### src/rtl/fetch_unit_pkg.sv
// rtl/fetch_unit_pkg.sv - shared types and constants for the instruction fetch front end
package fetch_unit_pkg;

  localparam logic [31:0] RESET_PC_DEFAULT = 32'h0000_3000;
  localparam int          DEPTH_DEFAULT    = 2;

  typedef enum logic [1:0] {
    ST_IDLE    = 2'd0,
    ST_FETCH   = 2'd1,
    ST_DISCARD = 2'd2
  } fetch_state_e;

  typedef struct packed {
    logic [31:0] instr;
    logic [31:0] pc_4;
  } fetch_entry_t;

  function automatic logic [31:0] word_align(input logic [31:0] addr);
    return {addr[31:2], 2'b00};
  endfunction

endpackage

### src/rtl/fetch_fifo.sv
// rtl/fetch_fifo.sv - small prefetch queue holding {instr, pc_4}; flush wins over push/pop
module fetch_fifo #(
  parameter int DEPTH = 2,
  parameter int W     = 64
) (
  input  logic                   clock,
  input  logic                   reset,
  input  logic                   push,
  input  logic [W-1:0]           push_data,
  input  logic                   pop,
  input  logic                   flush,
  output logic [W-1:0]           head_data,
  output logic [$clog2(DEPTH):0] count
);

  localparam int AW = $clog2(DEPTH);

  logic [W-1:0]  mem_q [DEPTH];
  logic [W-1:0]  mem_d [DEPTH];
  logic [AW-1:0] rd_ptr_q, rd_ptr_d;
  logic [AW-1:0] wr_ptr_q, wr_ptr_d;
  logic [AW:0]   count_q, count_d;
  logic          do_push, do_pop;

  assign do_push   = push && !flush;
  assign do_pop    = pop && !flush;
  assign head_data = mem_q[rd_ptr_q];
  assign count     = count_q;

  always_comb begin
    mem_d    = mem_q;
    rd_ptr_d = rd_ptr_q;
    wr_ptr_d = wr_ptr_q;
    count_d  = count_q;
    if (do_push) begin
      mem_d[wr_ptr_q] = push_data;
      wr_ptr_d        = wr_ptr_q + 1'b1;
    end
    if (do_pop) begin
      rd_ptr_d = rd_ptr_q + 1'b1;
    end
    // Entry storage is left as-is on flush; count alone decides validity.
    if (flush) begin
      rd_ptr_d = '0;
      wr_ptr_d = '0;
      count_d  = '0;
    end else if (do_push && !do_pop) begin
      count_d = count_q + 1'b1;
    end else if (do_pop && !do_push) begin
      count_d = count_q - 1'b1;
    end
  end

  always_ff @(posedge clock or posedge reset) begin
    if (reset) begin
      for (int i = 0; i < DEPTH; i++) begin
        mem_q[i] <= '0;
      end
      rd_ptr_q <= '0;
      wr_ptr_q <= '0;
      count_q  <= '0;
    end else begin
      mem_q    <= mem_d;
      rd_ptr_q <= rd_ptr_d;
      wr_ptr_q <= wr_ptr_d;
      count_q  <= count_d;
    end
  end

endmodule

### src/rtl/fetch_unit.sv
// rtl/fetch_unit.sv - fetch PC, imem req/ack sequencing, redirect handling, prefetch queue
module fetch_unit
  import fetch_unit_pkg::*;
#(
  parameter logic [31:0] RESET_PC = RESET_PC_DEFAULT,
  parameter int          DEPTH    = DEPTH_DEFAULT
) (
  input  logic        clock,
  input  logic        reset,
  input  logic        redirect,
  input  logic [31:0] redirect_pc,
  output logic        imem_req,
  output logic [31:0] imem_addr,
  input  logic        imem_ack,
  input  logic [31:0] imem_rdata,
  output logic        out_valid,
  output logic [31:0] out_instr,
  output logic [31:0] out_pc_4,
  input  logic        out_ready
);

  localparam int             CW   = $clog2(DEPTH) + 1;
  localparam logic [CW-1:0]  FULL = CW'(DEPTH);

  fetch_state_e  state_q, state_d;
  logic [31:0]   fetch_pc_q, fetch_pc_d;
  logic [31:0]   issue_addr_q, issue_addr_d;
  logic [31:0]   target, pc_plus4;
  logic [CW-1:0] count, post_count;
  logic          push, pop;
  fetch_entry_t  push_entry, head;

  assign target     = word_align(redirect_pc);
  assign pc_plus4   = fetch_pc_q + 32'd4;
  assign push_entry = '{instr: imem_rdata, pc_4: pc_plus4};

  assign out_valid  = (count != '0);
  assign out_instr  = head.instr;
  assign out_pc_4   = head.pc_4;
  assign pop        = out_valid && out_ready && !redirect;
  assign post_count = count + {{(CW-1){1'b0}}, 1'b1} - {{(CW-1){1'b0}}, pop};

  always_comb begin
    state_d      = state_q;
    fetch_pc_d   = fetch_pc_q;
    issue_addr_d = issue_addr_q;
    push         = 1'b0;
    imem_req     = 1'b0;
    imem_addr    = fetch_pc_q;
    case (state_q)
      ST_IDLE: begin
        if (redirect) begin
          fetch_pc_d = target;
          state_d    = ST_FETCH;
        end else if (count < FULL) begin
          state_d = ST_FETCH;
        end
      end
      ST_FETCH: begin
        imem_req = 1'b1;
        if (redirect) begin
          fetch_pc_d = target;
          // An outstanding request cannot be withdrawn, so park it and wait out its ack.
          if (!imem_ack) begin
            issue_addr_d = fetch_pc_q;
            state_d      = ST_DISCARD;
          end
        end else if (imem_ack) begin
          push       = 1'b1;
          fetch_pc_d = pc_plus4;
          if (post_count == FULL) begin
            state_d = ST_IDLE;
          end
        end
      end
      ST_DISCARD: begin
        imem_req  = 1'b1;
        imem_addr = issue_addr_q;
        if (redirect) begin
          fetch_pc_d = target;
        end
        if (imem_ack) begin
          state_d = ST_FETCH;
        end
      end
      default: state_d = ST_IDLE;
    endcase
  end

  always_ff @(posedge clock or posedge reset) begin
    if (reset) begin
      state_q      <= ST_IDLE;
      fetch_pc_q   <= RESET_PC;
      issue_addr_q <= RESET_PC;
    end else begin
      state_q      <= state_d;
      fetch_pc_q   <= fetch_pc_d;
      issue_addr_q <= issue_addr_d;
    end
  end

  fetch_fifo #(
    .DEPTH (DEPTH),
    .W     (64)
  ) u_fifo (
    .clock     (clock),
    .reset     (reset),
    .push      (push),
    .push_data (push_entry),
    .pop       (pop),
    .flush     (redirect),
    .head_data (head),
    .count     (count)
  );

endmodule

### config.mk
export PLATFORM = sky130hd
export DESIGN_NAME = fetch_unit
export DESIGN_NICKNAME = d
export VERILOG_FILES = /design/src/rtl/fetch_unit_pkg.sv /design/src/rtl/fetch_fifo.sv /design/src/rtl/fetch_unit.sv
export SDC_FILE = /design/constraint.sdc
export NUM_CORES = 1
export LEC_CHECK = 0
export CAP_MARGIN = 20
export CORE_AREA = 4 4 147 149
export DETAILED_ROUTE_END_ITERATION = 10
export DIE_AREA = 0 0 151 153
export GPL_TIMING_DRIVEN = 1
export PLACE_DENSITY = 0.75
export SYNTH_ARGS = -nofsm -noshare
export SYNTH_HDL_FRONTEND = slang
export SYNTH_HIERARCHICAL = 1
export SYNTH_SLANG_ARGS = --single-unit
export TNS_END_PERCENT = 20
### constraint.sdc
create_clock -name clock -period 8 [get_ports clock]
set_input_delay 0.8 -clock clock [delete_from_list [all_inputs] [get_ports clock]]
set_output_delay 0.8 -clock clock [all_outputs]
set_load 0.01 [all_outputs]
# Word-level counts from Yosys, hierarchy flattened
# Cells that the tools add are included.
dict set report totals {
  regBits 198
  latch_bits 0
  ram_bits 0
  rom_bits 0
  in_bits 69
  output_inout_bits 98
  word_cells 81
  memories 0
}
dict set report classes {
  n_addsub 6
  multipliers 0
  n_div 0
  magnitude_cmp 4
  n_eq_ne 9
  n_shift 0
  n_mux 30
  n_bitwise 3
  n_reduce_logical 21
}
# op n
set ops {}
lappend ops {{$mux 64} 4}
lappend ops {{$bwmux 128} 1}
lappend ops {{$mux 32} 4}
lappend ops {{$demux 64 s1} 1}
lappend ops {{$pmux 32 s2} 1}
lappend ops {{$add 32x3->32 const B} 1}
lappend ops {{$mux 2} 10}
lappend ops {{$ne 3x3->1 const B} 4}
lappend ops {{$mux 1} 8}
lappend ops {{$reduce_bool 2->1} 4}
lappend ops {{$logic_and 1x1->1} 7}
lappend ops {{$pmux 2 s3} 1}
lappend ops {{$reduce_and 3->1} 2}
lappend ops {{$reduce_and 5->1} 1}
lappend ops {{$eq 2x2->1 const B} 2}
lappend ops {{$ge 2x2->1 const B} 2}
lappend ops {{$not 1->2} 2}
lappend ops {{$reduce_or 2->1} 2}
lappend ops {{$logic_not 1->1} 3}
lappend ops {{$reduce_bool 3->1} 1}
lappend ops {{$add 1x1->1 const B} 2}
lappend ops {{$add 2x1->2 const B} 1}
lappend ops {{$eq 2x1->1 const B} 1}
lappend ops {{$logic_not 2->1} 1}
lappend ops {{7 further kinds} 7}

# Depth between registers and ports, before layout
dict set report logic_depth {
  depth_word 9
  depth_mapped 10
  ltp_nobuf 9
}

# By module
# The synthesis kept the hierarchy.
# module instances cells_each area_each_um2 seq_area_each_um2
set by_module_without_submodules {}
lappend by_module_without_submodules {fetch_fifo 1 360 6037.0 3303.2}
lappend by_module_without_submodules {fetch_unit 1 423 4041.4 1556.5}

# Least setup slack after synthesis
# OpenSTA, ideal clock, no wires.
dict set report synth_timing {
  path_kind {input to register}
  from {input port redirect}
  to {register u_fifo/mem_q[100] (netlist name)}
  setup_time_ns 0.125
  arrival_ns 2.255
  required_ns 7.875
  setup_slack_ns 5.620
  stages 7
  path_buffers 3
  path_cell_list {buf_2 > nand2b_1 > nor2_1 > nor3b_2 > buf_6 > buf_12 > mux2_4}
}
dict set report synth_between {
  elab_chain_cells 3
  elab_cells_between_ends 4
  cone_classes {mux: 2; reduce/logical: 2}
}
# item line
set synth_lines {}
lappend synth_lines {{start: declaration} fetch_unit.sv:10} ;# input logic redirect,
lappend synth_lines {{$mux 1} fetch_unit.sv:61} ;# if (redirect) begin
lappend synth_lines {{$mux 1} fetch_unit.sv:50} ;# case (state_q)
lappend synth_lines {{via push} fetch_unit.sv:30} ;# logic push, pop;
lappend synth_lines {{$logic_and 1x1->1} fetch_fifo.sv:25} ;# assign do_push = push && !flush;
lappend synth_lines {{end signal: assignment} fetch_fifo.sv:63} ;# mem_q <= mem_d;
lappend synth_lines {{end: declaration} fetch_fifo.sv:18} ;# logic [W-1:0] mem_q [DEPTH];
# The timed path passes the listed nets, and every way through them passes these cells.
# A chain may end at the register's enable or synchronous reset.

# Final worst setup path
dict set report layout_timing {
  from {register state_q[0]}
  to {output port imem_addr[9]}
}
dict set report layout_between {
  elab_chain_cells 2
}
# item line
set layout_lines {}
lappend layout_lines {{start: declaration} fetch_unit.sv:25} ;# fetch_state_e state_q, state_d;
lappend layout_lines {{start signal: assignment} fetch_unit.sv:96} ;# state_q <= state_d;
lappend layout_lines {{$eq 2x2->1} fetch_unit.sv:50}
lappend layout_lines {{$mux 32} fetch_unit.sv:50}
lappend layout_lines {{end: declaration} fetch_unit.sv:13} ;# output logic [31:0] imem_addr,
# No other way between the ends.

==> flow_summary.toml <==
[hold_path]
worstHoldPathType = "flip-flop to flip-flop"
min_from = "issue_addr_q[2]"

[logic_synthesis]
synth_area_leaders = "dfrtp_1, mux2_2, mux2_4, xnor2_1, a21oi_1"
yosysUniqueCellTypes = 53
post-synth-top-area-cell = "dfrtp_1"
yosysMostFrequentCell = "dfrtp_1"
synthesis.area_sq_mm = 0.0101
ys_seq_elements = 194
synth_edf_count = 0
async_flop_share_pct = 100
synth-warning-count = 6
synthFlopType = "dfrtp_1"
avgSynthCellArea_sq_um = 12.9
synthCells = 783
ys_seq_area_share_pct = 48.2
synth_common_cells = "dfrtp_1, mux2_2, mux2_4, nand2_1, a21oi_1"
netlist.area_leader.share_pct = 47.2

[critical_path]
startpoint = "state_q[0]"
crit_chain = "inv_1, ha_2, mux2_2, clkdlybuf4s50_1"
slowest_delay_ns = 0.83
crit_path_end_kind = "primary output"
critPathLaunchType = "flip-flop"
crit_family = "adder cells"
cp.arrival_ns = 2.79
critPathBufInv = 2
critPathKind = "flip-flop to primary output"
reg2reg_slack_ns = 5.22
crit_slowest_cell = "ha_2"
critPathMaxFanout = 36
r2r_start = "state_q[1]"
cp.required_ns = 7.20

[layout]
n_antenna_cell = 0
syn2layout_area_growth_pct = 22.0
layout-drive-gt1-share_pct = 33.5
design_area_sq_mm = 0.0123
num-nets-final = 989

[routing]
routedWlPerCell_um = 19.0
drtIter0Drc = 368
ant_nets = 0
viasPerCell = 5.51
post-route-drc-count = 0
dr.pass1.iters = 5
routed_wl_um = 22800
dr_total_vias = 6593

[global_route]
first_global_vias = 6882
grt_usage_pct = 20.1
grt_max_degree = 81
grt_pass1_wl_um = 37300
antenna_found_initial = 0
grt_overflow = 0

[clock_network]
postCtsSetupBuffers = 0
cts_hold_buf = 0
htree_levels = 4
cts_resized = 0
cts.sinks = 194
cts_max_path_buffers = 2
root_buffer = "clkbuf_16"
worstSkewPairLatency_ns = 0.43
cts_made_buffers = 17
path_clk_slew_ns = 0.07
cts_tree = "built"

[timing]
maxSlewViolCount = 0
setup-violations-final = 0
max_freq_ghz = 0.278
rsz0062_at_grt = "no"
fin_hold_ws_ns = 0.482
final.setup_skew_ns = 0.0142
worst_slew_pin_slew_ns = 0.978
relSlewSlack_pct = 34.8
fin_setup_tns_ns = 0
fin_crit_ns = 3.59
fin_crit_sh_pct = 44.9
hold_viol = 0

[outcome]
status = "complete, no violations"

[floorplanning]
io-pin-count = 167
rows = 52
die_h_um = 153
start_util_pct = 50.0
die-area_sq_mm = 0.0231
core-area_sq_mm = 0.0202
dieWidth_um = 151

[power_and_ir_drop]
peakVddDrop_v = 0.000184
p_leak_nw = 5.26
p_per_area_mw_per_mm2 = 386

[place]
place_area_sq_mm = 0.0117
numPortBuffers = 162
hpwl_um = 14600
place_congestion = 0.750

[flow_run]
maxCapViolations = 0
## area by class of cell
class                   count  area, sq um
well taps                 270          338
clock inverters            12         97.6
fillers                  1614         7870
clock buffers              20          457
inverters                  10         42.5
multi-input cells         519         4780
repair buffers            172         1720
flip-flops and latches    194         4860
## worst paths after layout
path / endpoint / cells after the start
min in group asynchronous: u_fifo/mem_q[4] / 2
min: issue_addr_q[2] / 2
max: imem_addr[9] / 4
max in group asynchronous: u_fifo/rd_ptr_q / 4
max reg2reg: u_fifo/mem_q[123] / 7
min reg2reg: issue_addr_q[2] / 2
## per-layer routing
metal / wire length (um) / vias to the layer above / track usage, %
li1: - / 3079 / -
met1: 10400 / 3319 / 27.8
met2: 10800 / 176 / 32.4
met3: 1430 / 19 / 5.30
met4: 182 / 0 / 3.63
met5: 0 / - / 0
## where the power goes
part | internal, W | total (W) | switching [W]
logic | 0.00129 | 0.00215 | 0.000856
registers | 0.00143 | 0.00178 | 0.000354
clock network | 0.000423 | 0.000820 | 0.000397
## layout by cell type (no fill, tap or decap), types with 4 or more instances in the layout
cell type | synthesis | routed
buf_4 | 3 | 9
ha_1 | 6 | 5
mux2_4 | 60 | 60
o22ai_1 | 17 | 17
o21ai_0 | 16 | 16
conb_1 | 1 | 6
nand3_1 | 19 | 19
clkbuf_16 | 0 | 17
xor2_1 | 4 | 4
dfstp_2 | 4 | 4
nor2_1 | 16 | 16
inv_6 | 0 | 5
dfrtp_1 | 190 | 189
xnor2_1 | 28 | 28
a21oi_1 | 32 | 32
or3_1 | 4 | 4
clkdlybuf4s50_1 | 0 | 162
nand2_1 | 41 | 41
nor3_1 | 5 | 5
mux2_2 | 188 | 188
inv_1 | 10 | 8
nand3b_1 | 4 | 4
nand4_1 | 13 | 13
a2bb2oi_1 | 16 | 16
and3_1 | 8 | 8
## state kept, by name, indices dropped and copies added, names as in the netlist
name / cells
issue_addr_q: 30
u_fifo/count: 2
u_fifo/rd_ptr_q: 1
u_fifo/wr_ptr_q: 1
state_q: 2
u_fifo/mem_q: 128
fetch_pc_q: 30
## worst reg2reg max path, stage by stage (launching register included)
cell and delay, ns:
dfrtp_1 0.42, inv_1 0.09, ha_1 0.23, nand2b_1 0.12
nor2_1 0.36, nor3b_4 0.27, buf_4 0.68, mux2_2 0.48
## kinds of logic after synthesis
kind of cell               Yosys count  synth area share (%)
muxes                              248                  29.9
DFF                                194                  48.2
and+or+nand+nor                    133                  7.72
AOI/OAI and AO/OA                   94                  5.83
buffers and inverters               75                  4.72
xor gates and xnor gates            32                  2.78
adders and majority gates            6                 0.745
other                                1                0.0372
## per-stage QoR
| step | power [W] | std cells | setup WS (ns) | util [%] |
|---|---|---|---|---|
| 2_1_floorplan | 0.00310 | 788 | 3.67 | - |
| 3_3_place_gp | 0.00388 | 1164 | 4.24 | 58.1 |
| 3_5_place_dp | 0.00394 | 1164 | 4.22 | 58.1 |
| 4_1_cts | 0.00479 | 1196 | 4.36 | 60.8 |
| 5_1_grt | 0.00506 | 1197 | 4.22 | 61.0 |
| 6_report | 0.00475 | 1197 | 4.41 | 61.0 |
Note: power is estimated with default switching activity, not from simulation.
==> patch 1, RTL diff (same flow settings) <==
Encoding of `fetch_state_e`: now one-hot (3 bits for 3 states).
--- a/src/rtl/fetch_unit_pkg.sv
+++ b/src/rtl/fetch_unit_pkg.sv
@@ -6,6 +6,6 @@
 
-  typedef enum logic [1:0] {
-    ST_IDLE    = 2'd0,
-    ST_FETCH   = 2'd1,
-    ST_DISCARD = 2'd2
+  typedef enum logic [2:0] {
+    ST_IDLE    = 3'b001,
+    ST_FETCH   = 3'b010,
+    ST_DISCARD = 3'b100
   } fetch_state_e;
Function: no difference found for any inputs over 4 cycles, from zero or initial values and one cycle with reset high; so few cycles prove little.
==> patch 1 against the original RTL <==
- utilization hardly changed
- final area hardly changed
- routed wire length is 3.4% lower
- critical endpoint is now u_fifo/mem_q[123]
- clock skew is 0.0024 ns lower
- power is 9.1% lower
- largest cell class unchanged
- setup slack worse by 0.79 ns
- sequential cell count is 1 higher
- highest routed layer unchanged
- first-iteration DRC count is 27% lower
- synthesized area hardly changed
- largest power group unchanged
- clock power is 4.4% higher
==> patch 1: results <==
metrics = {
    "sta": {
        "fin_skew_ns": 0.0119,
        "min_period_ns": 4.38,
        "tightest_slew_ns": 1.02,
    },
    "cells_and_area": {
        "clock_cell_area_share_pct": 4.78,
        "multiInputGateArea_um2": 4760,
        "fin_area_um2": 12300,
        "design.seq.count": 195,
        "final_nets": 978,
        "fillers": 1656,
        "buf_share_pct": 13.8,
        "drive_gt1_share_pct": 33.9,
        "inv_count": 8,
        "regArea_um2": 4890,
        "n_clock_buffer": 21,
    },
    "global_route": {
        "grt_pass1_vias": 6751,
        "grt_util_met2_pct": 28.5,
        "grt_start_max_net_pins": 71,
        "grt_usage_pct": 19.3,
        "gr-usage-met3_pct": 4.50,
        "gr-usage-met1_pct": 28.6,
    },
    "drt": {
        "drt_iter0_drc": 268,
        "wl_met3_um": 1370,
        "detail_route.vias_per_cell": 5.44,
        "dr_wl_met2_um": 9600,
        "met1_length_um": 10700,
        "wl_um": 22000,
    },
    "outcome": {
        "outcome": "finished, final reports clean",
    },
    "placement": {
        "gp_congestion": 0.821,
        "hpwl_um": 14800,
        "pre_cts_ws_ns": 3.17,
    },
    "synthesis": {
        "synthTopCellsByArea": "dfrtp_1 (47%), mux2_2 (21%), mux2_4 (8.9%)",
        "ys_seq_area_share_pct": 48.5,
        "synth_cell_types": 57,
    },
    "power_and_ir_drop": {
        "ir_drop_mv": 0.192,
        "switching_share_pct": 33.2,
    },
    "setup_path": {
        "reg2reg_slack_ns": 4.05,
        "crit_path_max_fanout": 31,
    },
}
==> patch 1: power groups by stage <==
| stage | Clock (mW) | Sequential (mW) | Combinational (mW) |
|---|---|---|---|
| 6_report | 0.856 | 1.63 | 1.83 |
| 5_1_grt | 0.917 | 1.68 | 1.99 |
| 4_1_cts | 0.878 | 1.62 | 1.85 |
| 3_5_place_dp | 0 | 1.64 | 1.83 |
| 3_3_place_gp | 0 | 1.62 | 1.80 |
| 2_1_floorplan | 0 | 1.49 | 1.24 |
==> patch 1: critical path, stage by stage <==
cell	delay [ns]
clkdlybuf4s50_1	0.70
o21bai_2	0.53
nor2_1	0.69
nor3b_4	0.92
buf_4	0.63
mux2_2	0.40
==> patch 1: path summary, 6_finish.rpt <==
path,start,end,cells past startpoint
setup / recovery,redirect,u_fifo/mem_q[123],6
hold / removal,issue_addr_q[2],issue_addr_q[2],2
setup reg to reg,state_q[0],u_fifo/mem_q[123],6
hold reg to reg,issue_addr_q[2],issue_addr_q[2],2
max in group asynchronous,reset,u_fifo/mem_q[62],3
min in group asynchronous,reset,u_fifo/mem_q[23],2
==> patch 1: metrics by stage <==
stage	utilization (%)	std cells	hold WS (ns)
6_report	61.0	1190	0.484
5_1_grt	61.0	1190	0.510
4_1_cts	61.0	1190	0.486
3_5_place_dp	58.1	1158	0.471
3_3_place_gp	58.1	1158	0.464
2_1_floorplan	-	776	0.450
==> patch 1: kinds of logic after synthesis <==
group / after synthesis / synth area share (%)
compound gates: 94 / 5.96
xor+xnor: 34 / 2.95
fa+ha+maj: 2 / 0.248
buf+inv: 68 / 4.53
flops: 195 / 48.5
mux: 252 / 30.3
other cells: 1 / 0.0372
simple gates: 125 / 7.46
==> patch 2, RTL diff (same flow settings) <==
Made on the original files. `DEPTH_DEFAULT`: 2 -> 1.
--- a/src/rtl/fetch_unit_pkg.sv
+++ b/src/rtl/fetch_unit_pkg.sv
@@ -4,3 +4,3 @@
   localparam logic [31:0] RESET_PC_DEFAULT = 32'h0000_3000;
-  localparam int          DEPTH_DEFAULT    = 2;
+  localparam int          DEPTH_DEFAULT    = 1;
 
Check against the original RTL: not equivalent (Yosys sat finds a counterexample within 4 cycles, from zero or initial values and one cycle with reset high).
==> patch 2 against the original RTL <==
- global-route usage fell by 5.0 points
- final area fell by 26%
- setup slack improved by 0.013 ns
- largest power group unchanged
- synthesized area fell by 33%
- routed wire length fell by 24%
- critical path type unchanged
- combinational power fell by 14%
- sequential cell count fell by 65
- power fell by 17%
- die area did not move
==> patch 2: results <==
metrics = {
    "drt": {
        "met1_length_um": 7700,
        "drt_iter0_drc": 271,
        "dr_wl_met2_um": 8350,
        "wl_met3_um": 1210,
        "wl_um": 17400,
        "detail_route.vias_per_cell": 4.90,
        "first_pass_iters": 5,
    },
    "cells_and_area": {
        "diodes": 0,
        "final_nets": 766,
        "reg_top3": "u_fifo/mem_q x64, fetch_pc_q x30, issue_addr_q x30",
        "drive_gt1_share_pct": 25.0,
    },
    "placement": {
        "hpwl_um": 11900,
        "gp_congestion": 0.757,
    },
    "sta": {
        "slew_headroom_pct": 35.7,
        "fin_skew_ns": 0.00792,
    },
    "setup_path": {
        "cp_top_family": "adder cells",
        "r2r-end": "u_fifo/mem_q[62]",
        "r2r_start": "state_q[1]",
        "cp.arrival_ns": 2.78,
        "cp-endpoint": "imem_addr[31]",
        "reg2reg_slack_ns": 5.36,
    },
    "global_route": {
        "gr-usage-met3_pct": 4.74,
        "gr-usage-met1_pct": 19.0,
        "grt_pass1_vias": 4953,
        "grt_pass1_wl_um": 27200,
        "grt_start_max_net_pins": 84,
        "grt_usage_pct": 15.1,
        "grt_util_met2_pct": 25.1,
    },
    "synthesis": {
        "synthXorXnorAreaFrac_pct": 4.17,
        "synth_cell_types": 43,
        "synth_compound_area_share_pct": 9.31,
        "synthAdderAreaFrac_pct": 1.12,
        "muxShareOfSynthArea_pct": 23.7,
        "synthTopCellsByCount": "dfrtp_1 (125), mux2_4 (60), mux2_2 (58)",
        "ys_seq_area_share_pct": 48.1,
        "ys_warn_count": 6,
        "synthTopCellsByArea": "dfrtp_1 (47%), mux2_4 (13%), mux2_2 (9.7%)",
    },
    "power_and_ir_drop": {
        "p_clk_share_pct": 20.9,
        "ir_drop_mv": 0.215,
        "powerComb_mw": 1.84,
        "switching_share_pct": 33.8,
        "p_comb_share_pct": 46.5,
        "p_leak_nw": 3.82,
    },
    "worst_hold_path": {
        "min_from": "issue_addr_q[14]",
    },
    "clock_network": {
        "cts.clk_slew.worst_paths_ns": 0.06,
        "root_buffer": "clkbuf_16",
    },
    "outcome": {
        "outcome": "finished, final reports clean",
    },
}
## patch 2: how the worst min path moves through the flow
stage	to	slack, ns
floorplan	issue_addr_q[14]	0.45
global placement	issue_addr_q[14]	0.46
detailed placement	issue_addr_q[14]	0.47
CTS	issue_addr_q[14]	0.49
global route	issue_addr_q[7]	0.51
finish	issue_addr_q[14]	0.49
## patch 2: final cells by class
type / count / area [um^2]
clock inverters: 14 / 189
fillers: 1864 / 11100
multi-input cells: 364 / 3170
inverters: 10 / 37.5
flip-flops and latches: 129 / 3230
repair buffers: 169 / 1690
clock buffers: 18 / 439
well taps: 270 / 338
## patch 2: worst min-delay path, cell delays in order, from the launching register on
cell	delay, ns
dfrtp_1	0.34
nand2_1	0.04
o21ai_0	0.06
## patch 2: through the flow
step                      cell area [um^2]  cells  setup WS (ns)
after CTS                             9080    973           4.36
after floorplan                       6730    548           5.52
after detailed placement              8450    941           4.58
final                                 9090    974           4.42
after global routing                  9090    974           4.28
after global placement                8440    940           3.97
